`config.mk`:
```
export PLATFORM = sky130hd
export DESIGN_NAME = uart_mmio_ctrl
export DESIGN_NICKNAME = d
export VERILOG_FILES = /design/src/rtl/uart_mmio_ctrl.sv
export SDC_FILE = /design/constraint.sdc
export NUM_CORES = 1
export LEC_CHECK = 0
export CORE_MARGIN = 4
export CORE_UTILIZATION = 46
export CTS_CLUSTER_DIAMETER = 80
export DETAILED_ROUTE_END_ITERATION = 6
export PLACE_DENSITY = 0.79
export SYNTH_ARGS = -nofsm -noshare
export SYNTH_HDL_FRONTEND = slang
export SYNTH_SLANG_ARGS = --single-unit
```
`constraint.sdc`:
```
create_clock -name clk -period 2.85 [get_ports clk]
set_input_delay 0.57 -clock clk [delete_from_list [all_inputs] [get_ports clk]]
set_output_delay 0.57 -clock clk [all_outputs]
set_load 0.05 [all_outputs]
```
`src/rtl/uart_mmio_ctrl.sv`:
```
// uart_mmio_ctrl: CPU memory-mapped I/O front end for a byte UART.
//   Decodes loads/stores in the IO_NIB region (io_addr[31:28]) on io_addr[7:2],
//   holds one outgoing TX byte, buffers received RX bytes and runs a free-running
//   32-bit cycle counter.
// Ports:
//   clk, rst_n          clock, asynchronous active-low reset
//   io_addr/io_wdata    CPU byte address / store data (only [7:0] used)
//   io_we/io_re         one-cycle store/load strobes
//   io_rdata            registered load data, valid the cycle after io_re
//   tx_data/tx_valid    outgoing byte handshake (tx_ready from transmitter)
//   rx_data/rx_valid    incoming byte handshake (rx_ready back to receiver)
// Configuration:
//   UART_RX_FIFO_EN defined   -> RX buffer is an RX_DEPTH-entry FIFO
//   UART_RX_FIFO_EN undefined -> RX buffer is a single holding register
// Register map (word offsets): 0x00 status, 0x04 rx status, 0x08 tx, 0x0C rx data,
//   0x10 cycle counter.
module uart_mmio_ctrl #(
  parameter int unsigned RX_DEPTH = 4,
  parameter logic [3:0]  IO_NIB   = 4'h8
) (
  input  logic        clk,
  input  logic        rst_n,
  input  logic [31:0] io_addr,
  input  logic [31:0] io_wdata,
  input  logic        io_we,
  input  logic        io_re,
  output logic [31:0] io_rdata,
  output logic [7:0]  tx_data,
  output logic        tx_valid,
  input  logic        tx_ready,
  input  logic [7:0]  rx_data,
  input  logic        rx_valid,
  output logic        rx_ready
);

  localparam logic [5:0] A_STAT = 6'h00;
  localparam logic [5:0] A_RXST = 6'h01;
  localparam logic [5:0] A_TX   = 6'h02;
  localparam logic [5:0] A_RXD  = 6'h03;
  localparam logic [5:0] A_CNT  = 6'h04;

  logic [31:0] r_rdata;
  logic [7:0]  r_tx_data;
  logic        r_tx_valid;
  logic        r_tx_ovf;
  logic [31:0] r_cnt;

  logic        w_sel;
  logic [5:0]  w_off;
  logic        w_rd;
  logic        w_wr;
  logic        w_rx_full;
  logic        w_rx_empty;
  logic [7:0]  w_rx_head;
  logic        w_push;
  logic        w_pop;
  logic [31:0] w_rdata;
  logic        w_unused;

  // Address decode; byte lane bits [1:0] are ignored.
  assign w_sel = (io_addr[31:28] == IO_NIB);
  assign w_off = io_addr[7:2];
  assign w_rd  = io_re & w_sel;
  assign w_wr  = io_we & w_sel;

  assign w_push   = rx_valid & ~w_rx_full;
  assign w_pop    = w_rd & (w_off == A_RXD) & ~w_rx_empty;
  assign rx_ready = ~w_rx_full;

`ifdef UART_RX_FIFO_EN
  localparam int unsigned PW = (RX_DEPTH > 1) ? $clog2(RX_DEPTH) : 1;

  logic [7:0]    r_mem [RX_DEPTH];
  logic [PW-1:0] r_wptr;
  logic [PW-1:0] r_rptr;
  logic [PW:0]   r_count;

  assign w_rx_full  = (r_count == (PW+1)'(RX_DEPTH));
  assign w_rx_empty = (r_count == '0);
  assign w_rx_head  = r_mem[r_rptr];
  assign w_unused   = ^{io_addr[27:8], io_addr[1:0], io_wdata[31:8]};

  // Storage needs no reset: occupancy alone defines valid entries.
  always_ff @(posedge clk) begin
    if (w_push) r_mem[r_wptr] <= rx_data;
  end

  // Pointers wrap naturally because RX_DEPTH is a power of two.
  always_ff @(posedge clk or negedge rst_n) begin
    if (!rst_n) begin
      r_wptr  <= '0;
      r_rptr  <= '0;
      r_count <= '0;
    end else begin
      if (w_push) r_wptr <= r_wptr + PW'(1);
      if (w_pop)  r_rptr <= r_rptr + PW'(1);
      case ({w_push, w_pop})
        2'b10:   r_count <= r_count + (PW+1)'(1);
        2'b01:   r_count <= r_count - (PW+1)'(1);
        default: r_count <= r_count;
      endcase
    end
  end
`else
  logic [7:0] r_rx_hold;
  logic       r_rx_full;

  assign w_rx_full  = r_rx_full;
  assign w_rx_empty = ~r_rx_full;
  assign w_rx_head  = r_rx_hold;
  assign w_unused   = ^{io_addr[27:8], io_addr[1:0], io_wdata[31:8], 32'(RX_DEPTH)};

  // Single-entry buffer: push only when empty, pop only when full.
  always_ff @(posedge clk or negedge rst_n) begin
    if (!rst_n) begin
      r_rx_hold <= '0;
      r_rx_full <= 1'b0;
    end else if (w_push) begin
      r_rx_hold <= rx_data;
      r_rx_full <= 1'b1;
    end else if (w_pop) begin
      r_rx_full <= 1'b0;
    end
  end
`endif

  // TX holding register; overflow set takes priority over the status-read clear.
  always_ff @(posedge clk or negedge rst_n) begin
    if (!rst_n) begin
      r_tx_data  <= '0;
      r_tx_valid <= 1'b0;
      r_tx_ovf   <= 1'b0;
    end else begin
      if (w_wr && (w_off == A_TX)) begin
        if (!r_tx_valid || tx_ready) begin
          r_tx_data  <= io_wdata[7:0];
          r_tx_valid <= 1'b1;
        end
      end else if (r_tx_valid && tx_ready) begin
        r_tx_valid <= 1'b0;
      end
      if (w_wr && (w_off == A_TX) && r_tx_valid && !tx_ready) r_tx_ovf <= 1'b1;
      else if (w_rd && (w_off == A_STAT))                     r_tx_ovf <= 1'b0;
    end
  end

  // Free-running cycle counter; any write to its offset restarts it at zero.
  always_ff @(posedge clk or negedge rst_n) begin
    if (!rst_n)                        r_cnt <= '0;
    else if (w_wr && (w_off == A_CNT)) r_cnt <= '0;
    else                               r_cnt <= r_cnt + 32'd1;
  end

  // Read mux from pre-edge state.
  always_comb begin
    w_rdata = '0;
    case (w_off)
      A_STAT:  w_rdata = {30'b0, r_tx_ovf, ~r_tx_valid};
      A_RXST:  w_rdata = {31'b0, ~w_rx_empty};
      A_RXD:   w_rdata = w_rx_empty ? 32'd0 : {24'b0, w_rx_head};
      A_CNT:   w_rdata = r_cnt;
      default: w_rdata = '0;
    endcase
  end

  // Unselected reads leave the load data untouched.
  always_ff @(posedge clk or negedge rst_n) begin
    if (!rst_n)    r_rdata <= '0;
    else if (w_rd) r_rdata <= w_rdata;
  end

  assign io_rdata = r_rdata;
  assign tx_data  = r_tx_data;
  assign tx_valid = r_tx_valid;

endmodule

```
==> results.ini, run 1 <==
[run_status]
status = finished, final reports clean

[cells_and_area]
fillers = 631
regArea_um2 = 2080
drive_above_1_share_pct = 10.8
multi_input_area_um2 = 1460
layout_common_cells = dfrtp_1 (83), clkdlybuf4s50_1 (72), a22o_1 (24)
area_growth_syn_to_layout_pct = 30.6
final_common_cell = dfrtp_1
post-route-util_pct = 61.8
diodes = 0
num-nets-final = 480

[drt]
drt_pass1_iterations = 4
drtIter0Drc = 165
vias = 2911
finalWirelength_um = 8330
avgViaCountPerCell = 5.73
drc = 0
wl_per_cell_um = 16.4
drtAntennaViolNets = 0

[synth]
synth_top_family_by_area = simple AND/OR/NAND/NOR gates
synth_area_per_cell_um2 = 11.1
synth_compound_area_share_pct = 15.5
yosysSeqAreaShare_pct = 56.8
synth_top_cell_by_area = dfrtp_1
synth-simple-area-share_pct = 16.3
ys.flop_type = dfrtp_1
synth.yosys.warnings = 0
syn_nets = 407
synth.area.top_cells = dfrtp_1 (57%), a22o_1 (5.7%), mux2_2 (5.2%)
async_flop_share_pct = 100
mappedNetlistArea_um2 = 3660
synth_top_area_share_pct = 56.8
synth-seq-cells = 83
ys_types = 35
synth_adder_area_share_pct = 0.342
synth_edf_count = 0
syn_inst = 328
synthXorXnorAreaFrac_pct = 2.16
muxShareOfSynthArea_pct = 5.78

[timing]
hold_viol = 0
tns_ns = 0
period_share_pct = 84.4
fmax_mhz = 416
drv_slew = 0
setup_viol = 0
period_needed_ns = 2.41
max_slew_margin_pct = 53.2
tightestPinTransition_ns = 0.701
rsz0062_at_grt = no
clock-skew-final_ns = 0.00907

[grt]
grt_max_degree = 43
antenna_found_initial = 0
grt_use_total_pct = 18.4
grt_pass1_wl_um = 14400
grt_pass1_vias = 3001
grt-ovfl-total = 0

[clock_network]
clk_latency_ns = 0.35
clock_sinks = 83
path_clk_slew_ns = 0.08
tritoncts = yes
clk_path_buf_depth = 2
post_cts_buffers = 0
hold_buffers = 0
cts_made_buffers = 9
ctsRootBufferMaster = clkbuf_8
htree_levels = 3
cts-resized-gates = 0

[worst_hold_path]
hp-class = primary input to asynchronous set/reset pin

[place]
place_hpwl_um = 5750
io_buffers = 73
gp_congestion = 0.803

[worst_setup_path]
start_kind = flop
end_kind = flop
cp_max_fo = 14
crit_required_ns = 3.12
critPathKind = flop to flop
crit_arrival_ns = 2.68

[power]
power_density_nw_per_um2 = 557
ir_drop_mv = 0.361
power.leakage_nw = 1.98

[job]
max-cap-violations = 0

[die]
num_rows = 32
die_x_um = 97.2
die-area_um2 = 9440
core_area_um2 = 7730
start_util_pct = 47.3
num_io_pins = 120
fp.dieH_um = 97.2

## registers in the layout (all words and copies together) (netlist names)
signal / flops
io_rdata: 32
tx_data: 8
r_rx_full: 1
tx_valid: 1
r_tx_ovf: 1
r_rx_hold: 8
r_cnt: 32
## cells in the mapped netlist (7+ instances only)
library cell and n:
o21ai_0 18, a21oi_1 20, or3_1 8, nand4_1 9, nor2_1 11, inv_1 8
o31ai_1 13, a22o_1 24, nand3_1 10, mux2_2 17, or4_1 15, dfrtp_1 83
nand2_1 22, clkbuf_1 13, a22oi_1 7
## power by group
part | leakage (nW) | total [mW] | internal [mW] | switching (mW)
combinational | 0.731 | 0.209 | 0.105 | 0.104
sequential | 1.12 | 1.34 | 1.25 | 0.0925
clock | 0.133 | 1.11 | 0.696 | 0.413
## final cells by class
cell class	instances	share of cell area (%)
Clock inverter	6	2.86
Inverter	8	0.629
Timing Repair Buffer	81	16.8
Clock buffer	10	2.88
Tap cell	102	2.67
Sequential cell	83	43.5
Multi-Input combinational cell	218	30.7
## critical path, stage by stage (launching register included)
cell and delay [ns]:
dfrtp_1 0.46, ha_1 0.27, nand2_1 0.15, or4_1 0.71, or4_1 0.57, a21oi_1 0.16
## metal layers
layer  GRT usage, %  up-vias  routed length, um
li1               -     1375                  -
met1           23.9     1432               3520
met2           29.8       91               4130
met3           4.52       13                567
met4           7.34        0                111
met5              0        -                  0
## cell families (layout without fill, tap and decap cells)
kind of cell    count (synthesis)  after routing
fa+ha+maj                       1              1
xor+xnor                        9              9
compound gates                 84             84
buf+inv                        27            105
mux                            19             19
simple gates                  105            105
flops                          83             83
## final timing paths
kind / depth (start not counted) / to / slack, ns / start
worst min register to register: 2 / io_rdata[3]$_DFFE_PN0P_ / 0.50 / io_rdata[3]$_DFFE_PN0P_
worst max-delay path: 5 / r_cnt[18]$_DFF_PN0_ / 0.44 / r_cnt[0]$_DFF_PN0_
worst max register to register: 5 / r_cnt[18]$_DFF_PN0_ / 0.44 / r_cnt[0]$_DFF_PN0_
worst min-delay path: 1 / io_rdata[6]$_DFFE_PN0P_ / 0.19 / rst_n
min in group clk: 2 / io_rdata[3]$_DFFE_PN0P_ / 0.50 / io_rdata[3]$_DFFE_PN0P_
max in group asynchronous: 2 / io_rdata[29]$_DFFE_PN0P_ / 1.96 / rst_n
## stage by stage
step	power, mW	setup WS [ns]	hold slack, ns	cell area, um2	std cells
5_1_grt	2.77	0.266	0.226	4770	508
6_report	2.66	0.444	0.194	4770	508
3_3_place_gp	1.56	0.295	0.477	4500	492
3_5_place_dp	1.57	0.252	0.483	4500	492
2_1_floorplan	1.46	0.626	0.274	3660	328
4_1_cts	2.68	0.438	0.208	4770	508
No activity file was read; power rests on OpenSTA's default activity.
==> run 2: changes to the inputs <==
- CORE_UTILIZATION: 46 -> 41
- PLACE_DENSITY: 0.79 -> 0.75
- clock period: 2.85 -> 2.1 ns (I/O delays scaled with it)
==> run 2 against run 1 <==
Net effect:
- sequential power rose by 33%
- cell count increased by 6.1%
- combinational power is 100% higher
- die area up 11%
- cell area grew 3.7%
- clock skew is 0.0012 ns higher
==> results.ini, run 2 (same netlist as run 1, synthesis figures left out) <==
[power]
power_density_nw_per_um2 = 693  ; was 557 nW/um2
ir_drop_mv = 0.387  ; was 0.361 mV
power.leakage_nw = 2.11  ; was 1.98 nW

[grt]
grt_pass1_wl_um = 13700  ; was 14400 um
antenna_found_initial = 0  ; unchanged
grt_pass1_vias = 2837  ; was 3001
grt_use_total_pct = 16.6  ; was 18.4%
grt-ovfl-total = 0  ; unchanged
grt_max_degree = 44  ; was 43

[worst_setup_path]
slowest_delay_ns = 0.82  ; was 0.71 ns
cpLargestDelayFamily = buffers and inverters  ; was simple AND/OR/NAND/NOR gates
cp_max_fo = 3  ; was 14
crit_slowest_cell = clkdlybuf4s50_1  ; was or4_1
start_kind = flop  ; unchanged
worst-path-buf-inv = 1  ; was 0
critPathKind = flop to primary output  ; was flop to flop
end_kind = primary output  ; was flop
crit_chain = clkdlybuf4s50_1  ; was ha_1 > nand2_1 > or4_1 > or4_1 > a21oi_1
crit_arrival_ns = 1.58  ; was 2.68 ns
crit_required_ns = 1.68  ; was 3.12 ns

[cells_and_area]
fillers = 775  ; was 631
final_common_cell = dfrtp_1  ; unchanged
multi_input_area_um2 = 1470  ; was 1460 um2
layout_common_cells = dfrtp_1 (83), clkdlybuf4s50_1 (71), buf_4 (30)  ; was dfrtp_1 (83), clkdlybuf4s50_1 (72), a22o_1 (24)
diodes = 0  ; unchanged
area_growth_syn_to_layout_pct = 35.4  ; was 30.6%
regArea_um2 = 2080  ; unchanged
drive_above_1_share_pct = 16.0  ; was 10.8%
num-nets-final = 505  ; was 480
post-route-util_pct = 57.1  ; was 61.8%

[drt]
drtIter0Drc = 154  ; was 165
drtAntennaViolNets = 0  ; unchanged
vias = 2978  ; was 2911
drc = 0  ; unchanged
wl_per_cell_um = 15.9  ; was 16.4 um
avgViaCountPerCell = 5.53  ; was 5.73
finalWirelength_um = 8550  ; was 8330 um
drt_pass1_iterations = 4  ; unchanged

[run_status]
status = finished, final reports clean  ; unchanged

[clock_network]
clk_latency_ns = 0.35  ; about the same
hold_buffers = 0  ; unchanged
ctsRootBufferMaster = clkbuf_8  ; unchanged
post_cts_buffers = 0  ; unchanged
clk_path_buf_depth = 2  ; unchanged
cts_made_buffers = 9  ; unchanged
htree_levels = 3  ; unchanged
tritoncts = yes  ; unchanged
path_clk_slew_ns = 0.09  ; was 0.08 ns
clock_sinks = 83  ; unchanged

[timing]
period_share_pct = 95.1
hold_ws_ns = 0.0415  ; was 0.194 ns
fin_ws_ns = 0.102  ; was 0.444 ns
fmax_mhz = 501
period_needed_ns = 2.00
hold_viol = 0  ; unchanged
max_slew_margin_pct = 63.4  ; was 53.2%
clock-skew-final_ns = 0.0103  ; was 0.00907 ns
drv_slew = 0  ; unchanged
setup_viol = 0  ; unchanged
tightestPinTransition_ns = 0.544  ; was 0.701 ns
rsz0062_at_grt = no  ; unchanged

[die]
start_util_pct = 42.1  ; was 47.3%
num_rows = 34  ; was 32
core_area_um2 = 8680  ; was 7730 um2
die_x_um = 102  ; was 97.2 um
fp.dieH_um = 102  ; was 97.2 um
num_io_pins = 120  ; unchanged
die-area_um2 = 10500  ; was 9440 um2

[place]
io_buffers = 73  ; unchanged
post-place-ws_ns = -0.144  ; was 0.252 ns
gp_congestion = 0.790  ; was 0.803
place_hpwl_um = 5840  ; was 5750 um

[worst_hold_path]
hp-class = primary input to asynchronous set/reset pin  ; unchanged

[job]
max-cap-violations = 0  ; unchanged

## run 2: per-layer routing
metal / vias to the layer above / GRT usage [%] / wire length, um
li1: 1423 / - / -
met1: 1478 / 21.6 / 3830
met2: 65 / 27.3 / 4210
met3: 12 / 3.34 / 388
met4: 0 / 6.76 / 119
met5: - / 0 / 0
## run 2: worst register-to-register path, stage by stage (launching register included)
cell	delay, ns
dfrtp_1	0.36
ha_1	0.19
nand2_1	0.09
buf_4	0.16
or4_4	0.55
or4_1	0.41
a21oi_1	0.15
## run 2: layout make-up
type,instances,share of cell area (%)
clock buffer,11,2.65
sequential,83,42.0
timing repair buffer,106,20.8
multi-input combinational,218,29.7
inverter,8,0.607
clock inverter,5,1.57
tap,108,2.73
## run 2: worst paths after layout
kind	to	cells past startpoint	slack [ns]	startpoint
worst min register to register	io_rdata[3]$_DFFE_PN0P_	2	0.49	io_rdata[3]$_DFFE_PN0P_
worst max register to register	r_cnt[28]$_DFF_PN0_	6	0.14	r_cnt[0]$_DFF_PN0_
worst max-delay path	tx_valid	1	0.10	tx_valid$_DFFE_PN0P_
min in group clk	io_rdata[3]$_DFFE_PN0P_	2	0.49	io_rdata[3]$_DFFE_PN0P_
worst min-delay path	tx_data[7]$_DFFE_PN0P_	1	0.04	rst_n
max in group asynchronous	io_rdata[10]$_DFFE_PN0P_	2	1.44	rst_n
## run 2: what timing repair did
item	CTS	global route
endpoints found under the hold margin	0	0
gates resized for setup	0	3
setup endpoints to repair	0	9
## run 2: metrics by stage
step,area (um2),std cells,total power [mW],setup TNS [ns]
2_1_floorplan,3660,328,1.98,0
3_3_place_gp,4730,523,2.21,-1.13
3_5_place_dp,4730,523,2.23,-1.13
4_1_cts,4940,539,3.45,0
5_1_grt,4950,539,3.57,0
6_report,4950,539,3.43,0
## run 2: power by group
group          switching, mW  internal, mW  leakage (nW)
Sequential            0.0853          1.70          1.12
Combinational          0.201         0.218         0.888
Clock                  0.562         0.667         0.103
Total                  0.848          2.58          2.11
==> run 3: changes to the inputs <==
- HOLD_SLACK_MARGIN: unset -> 0.02
==> results of run 3 <==
Final layout, timing and power as in run 2 (identical DEF).
